===== src/rtl/pc_gen.sv =====
// Fetch program-counter generator: trap/redirect/stall/return-prediction select with a
// circular return-address stack that overwrites its oldest entry when full.
module pc_gen #(
  parameter int unsigned     XLEN      = 32,
  parameter logic [XLEN-1:0] RESET_VEC = 32'h0000_0000,
  parameter logic [XLEN-1:0] TRAP_VEC  = 32'h0000_0100,
  parameter int unsigned     RAS_DEPTH = 4
) (
  input  logic            clk,
  input  logic            rst,
  input  logic            stall,
  input  logic            redirect_valid,
  input  logic [XLEN-1:0] redirect_pc,
  input  logic            trap,
  input  logic            ras_push,
  input  logic            ras_pop,
  output logic [XLEN-1:0] pc,
  output logic            pc_valid,
  output logic            misalign_err,
  output logic            ras_empty,
  output logic            ras_full
);

  localparam int unsigned PtrW = $clog2(RAS_DEPTH);
  localparam int unsigned CntW = PtrW + 1;
  localparam logic [CntW-1:0] CntMax = CntW'(RAS_DEPTH);

  logic [XLEN-1:0] pc_q, pc_d, pc_seq, ras_top;
  logic            pc_valid_q;
  logic            misalign_q, misalign_d;
  logic [CntW-1:0] cnt_q, cnt_d;
  logic [PtrW-1:0] ptr_q, ptr_d, ras_waddr;
  logic            ras_we;
  logic [XLEN-1:0] ras_q [RAS_DEPTH];

  assign pc_seq  = pc_q + XLEN'(4);
  assign ras_top = ras_q[ptr_q];

  always_comb begin
    pc_d       = pc_seq;
    cnt_d      = cnt_q;
    ptr_d      = ptr_q;
    misalign_d = 1'b0;
    ras_we     = 1'b0;
    ras_waddr  = ptr_q;
    if (trap) begin
      pc_d  = TRAP_VEC;
      cnt_d = '0;
    end else if (redirect_valid) begin
      if (redirect_pc[1:0] != 2'b00) begin
        pc_d       = TRAP_VEC;
        misalign_d = 1'b1;
        cnt_d      = '0;
      end else begin
        pc_d = redirect_pc;
      end
    end else if (stall) begin
      pc_d = pc_q;
    end else if (ras_push && ras_pop) begin
      // Replace the top in place; an empty stack gains its first entry.
      if (cnt_q != '0) begin
        pc_d = ras_top;
      end else begin
        cnt_d = CntW'(1);
      end
      ras_we = 1'b1;
    end else if (ras_pop) begin
      if (cnt_q != '0) begin
        pc_d  = ras_top;
        cnt_d = cnt_q - CntW'(1);
        ptr_d = ptr_q - PtrW'(1);
      end
    end else if (ras_push) begin
      // Pointer wraps onto the oldest slot when the stack is already full.
      ptr_d     = ptr_q + PtrW'(1);
      ras_we    = 1'b1;
      ras_waddr = ptr_q + PtrW'(1);
      if (cnt_q != CntMax) begin
        cnt_d = cnt_q + CntW'(1);
      end
    end
  end

  always_ff @(posedge clk) begin
    if (rst) begin
      pc_q       <= RESET_VEC;
      pc_valid_q <= 1'b0;
      misalign_q <= 1'b0;
      cnt_q      <= '0;
      ptr_q      <= '0;
    end else begin
      pc_q       <= pc_d;
      pc_valid_q <= 1'b1;
      misalign_q <= misalign_d;
      cnt_q      <= cnt_d;
      ptr_q      <= ptr_d;
    end
  end

  // Entry storage is never reset; contents are only read when the count is non-zero.
  always_ff @(posedge clk) begin
    if (!rst && ras_we) begin
      ras_q[ras_waddr] <= pc_seq;
    end
  end

  assign pc           = pc_q;
  assign pc_valid     = pc_valid_q;
  assign misalign_err = misalign_q;
  assign ras_empty    = (cnt_q == '0);
  assign ras_full     = (cnt_q == CntMax);

endmodule


===== config.mk =====
export PLATFORM = sky130hd
export DESIGN_NAME = pc_gen
export DESIGN_NICKNAME = d
export VERILOG_FILES = /design/src/rtl/pc_gen.sv
export SDC_FILE = /design/constraint.sdc
export NUM_CORES = 1
export LEC_CHECK = 0
export ABC_AREA = 1
export CAP_MARGIN = 20
export CELL_PAD_IN_SITES_DETAIL_PLACEMENT = 1
export CELL_PAD_IN_SITES_GLOBAL_PLACEMENT = 1
export CORE_ASPECT_RATIO = 2
export CORE_UTILIZATION = 45
export CTS_CLUSTER_DIAMETER = 50
export DETAILED_ROUTE_END_ITERATION = 6
export DONT_BUFFER_PORTS = 1
export GPL_ROUTABILITY_DRIVEN = 0
export GPL_TIMING_DRIVEN = 0
export HOLD_SLACK_MARGIN = 0.02
export PLACE_DENSITY_LB_ADDON = 0.3
export SYNTH_ARGS = -nofsm -noshare
export SYNTH_HDL_FRONTEND = slang
export SYNTH_SLANG_ARGS = --single-unit

===== constraint.sdc =====
create_clock -name clk -period 5.4 [get_ports clk]
set_input_delay 0.27 -clock clk [delete_from_list [all_inputs] [get_ports clk]]
set_output_delay 0.27 -clock clk [all_outputs]
set_load 0.03 [all_outputs]

==> impl_metrics.yaml <==
worst_setup_path:
  crit_start: "cnt_q[0]"
  rrSetupSlack_ns: 2.96
  r2r-end: "pc[6]"
  rr_startpoint: "cnt_q[0]"
  cp-end-kind: "output port"
  worst-setup-path-type: "reg2out"
  cp-endpoint: "ras_empty"
  rr_worst_depth: 8
  required_ns: 5.13
  cp-start-kind: "flip-flop"
  path_max_fanout: 10
  cp_data_arrival_time_ns: 2.27
floorplan:
  fp.dieArea_um2: 18500
  initial_utilization_pct: 46.4
  design.core.area_um2: 17400
  die_h_um: 191
  ioPinCount: 75
  rows: 68
  die_width_um: 96.6
clock_tree:
  clockBufferDepth: 2
  clkTransAtPathRegs_ns: 0.07
  cts_max_level: 4
  insertion_delay_ns: 0.44
  ctsResizeCount: 0
  tritoncts: "yes"
  clock-root-buffer: "clkbuf_16"
  cts_buffers: 17
  clock-sinks: 169
placement:
  place_area_um2: 8440
  io_buffers: 0
  dp_hpwl_um: 20800
  dp.cells: 1126
timing:
  final_hold_viol_count: 0
  rsz0062_at_grt: "false"
  min_period_ns: 2.54
  tns_ns: 0
  slew_violations: 0
  finalClockSkew_ns: 0.00942
  slew_headroom_pct: 31.1
  setup_viol: 0
  max_freq_mhz: 394
  fin_crit_sh_pct: 47.0
  worst_slew_pin_slew_ns: 1.03
cells_and_area:
  fin_area_um2: 9040
  mostFrequentLayoutCells: "nand2_1, edfxtp_1, nor2_1"
  nFillCells: 2112
  final_common_cell: "nand2_1"
  fin_nets: 979
  drive_gt1_share_pct: 8.10
  area_delta_synth_final_pct: 12.2
  stdcell_count: 1161
  n_antenna_cell: 0
yosys:
  synth.distinct_cells: 37
  synth.avg_cell_area_um2: 8.84
  synth_ff_type: "edfxtp_1"
  synthTopCellsByArea: "edfxtp_1, dfxtp_1, nand2_1"
  yosysTopAreaCell: "edfxtp_1"
  syn-num-nets: 953
  yosysWarnings: 0
  async_reset_ff_share_pct: 0
  synth_edf_count: 128
  ys_seq_area_share_pct: 57.9
  syn_inst: 912
  synth_seq_cells: 169
  yosys.area.top_type_share_pct: 47.7
  synth_area_um2: 8060
drt:
  drt-total-wl_um: 29600
  viasPerCell: 6.06
  drc: 0
  drt_iter0_drc: 516
  drt-pass1-iter-count: 4
  postRouteAntennaNets: 0
  wire_per_inst_um: 25.5
  via_count: 7034
power:
  power.total_w: 0.00288
  power_density_nw_per_um2: 319
  leakage_nw: 3.39
  vdd_ir_drop_max_uv: 208
grt:
  grt_max_degree: 26
  grt_pass1_vias: 7514
  grt_overflow: 0
  grt_pass1_wl_um: 44100
  antenna_found_initial: 0
  grtUsageTotal_pct: 32.9
status:
  status: "complete, no violations"
flow_run:
  drv_cap: 0
worst_hold_path:
  worstHoldPathType: "in2reg"
[worst max-delay path, cell delays in order (launching register included)]
cell and delay [ns]:
dfxtp_1 0.39, nor2_1 0.10, nand2_2 0.34, clkinv_1 0.54, buf_2 0.44
[worst min path at each step]
stage,start,endpoint,slack [ns],cells past startpoint
final,redirect_pc[7],pc[7],0.03,2
after global routing,redirect_pc[7],pc[7],0.06,2
after detailed placement,rst,pc[8],0.35,1
after floorplan,rst,pc[8],0.34,1
after global placement,rst,pc[8],0.34,1
after CTS,redirect_pc[7],pc[7],0.03,2
[metal layers]
metal	share of wire (%)	track usage (%)
met4	7.3	23.8
met1	34	33.2
met2	52	59.2
met5	0	0
met3	6.2	7.42
[repair_timing]
item,in CTS,in global routing
hold buffers,3,0
setup buffers,0,0
endpoints found under the hold margin,4,0
[flip-flops by register name, indices dropped and copies added (netlist names), named ones only]
signal / count
pc_valid: 1
pc: 30
ras_q: 128
ptr_q: 2
misalign_err: 1
cnt_q: 3
[layout make-up]
cell class / instances / area [um2] / area share [%]
sequential: 169 / 4660 / 51.6
multi-input combinational: 625 / 2950 / 32.7
clock buffer: 17 / 425 / 4.71
inverter: 76 / 285 / 3.16
tap: 210 / 263 / 2.91
buffer: 42 / 188 / 2.08
clock inverter: 15 / 144 / 1.59
timing repair buffer: 7 / 118 / 1.30
[Yosys cell counts (2+ instances only)]
cell	number
nand2_1	218
edfxtp_1	128
nor2_1	123
o21ai_0	106
inv_1	72
nand3_1	53
a21oi_1	49
dfxtp_1	41
clkbuf_1	21
buf_2	17
o22ai_1	12
o221ai_1	9
o211ai_1	7
nor3_1	5
a31oi_1	4
nand2_2	4
nand4_1	4
nor2_2	4
xnor2_1	4
xnor2_2	4
clkinv_1	3
o21bai_1	3
xor2_1	3
a41oi_1	2
buf_4	2
nand3_2	2
nand3b_1	2
[logic make-up (layout without fill, tap and decap cells)]
logic type	count (synthesis)	in the layout	share of synthesized area [%]
flip-flops	169	169	57.9
buffers and inverters	118	157	5.87
XOR/XNOR	11	11	1.57
AND/OR/NAND/NOR	418	418	21.1
AO/OA/AOI/OAI	194	194	13.2
adder cells (fa/ha/maj)	2	2	0.404
[power breakdown]
part           internal [W]  leakage, nW  switching, W
Combinational     0.0000582         1.64      0.000170
Sequential          0.00141         1.48     0.0000450
Clock              0.000645        0.273      0.000556
Total               0.00211         3.39      0.000771
[metrics by stage]
stage	util [%]	setup WS [ns]	hold WS (ns)
after floorplan	-	2.54	0.342
after global placement	48.0	0.897	0.344
after detailed placement	48.6	2.83	0.347
after CTS	52.1	2.92	0.0292
after global routing	52.1	2.85	0.0556
final	52.1	2.86	0.0330
(Power assumes the default switching activity.)
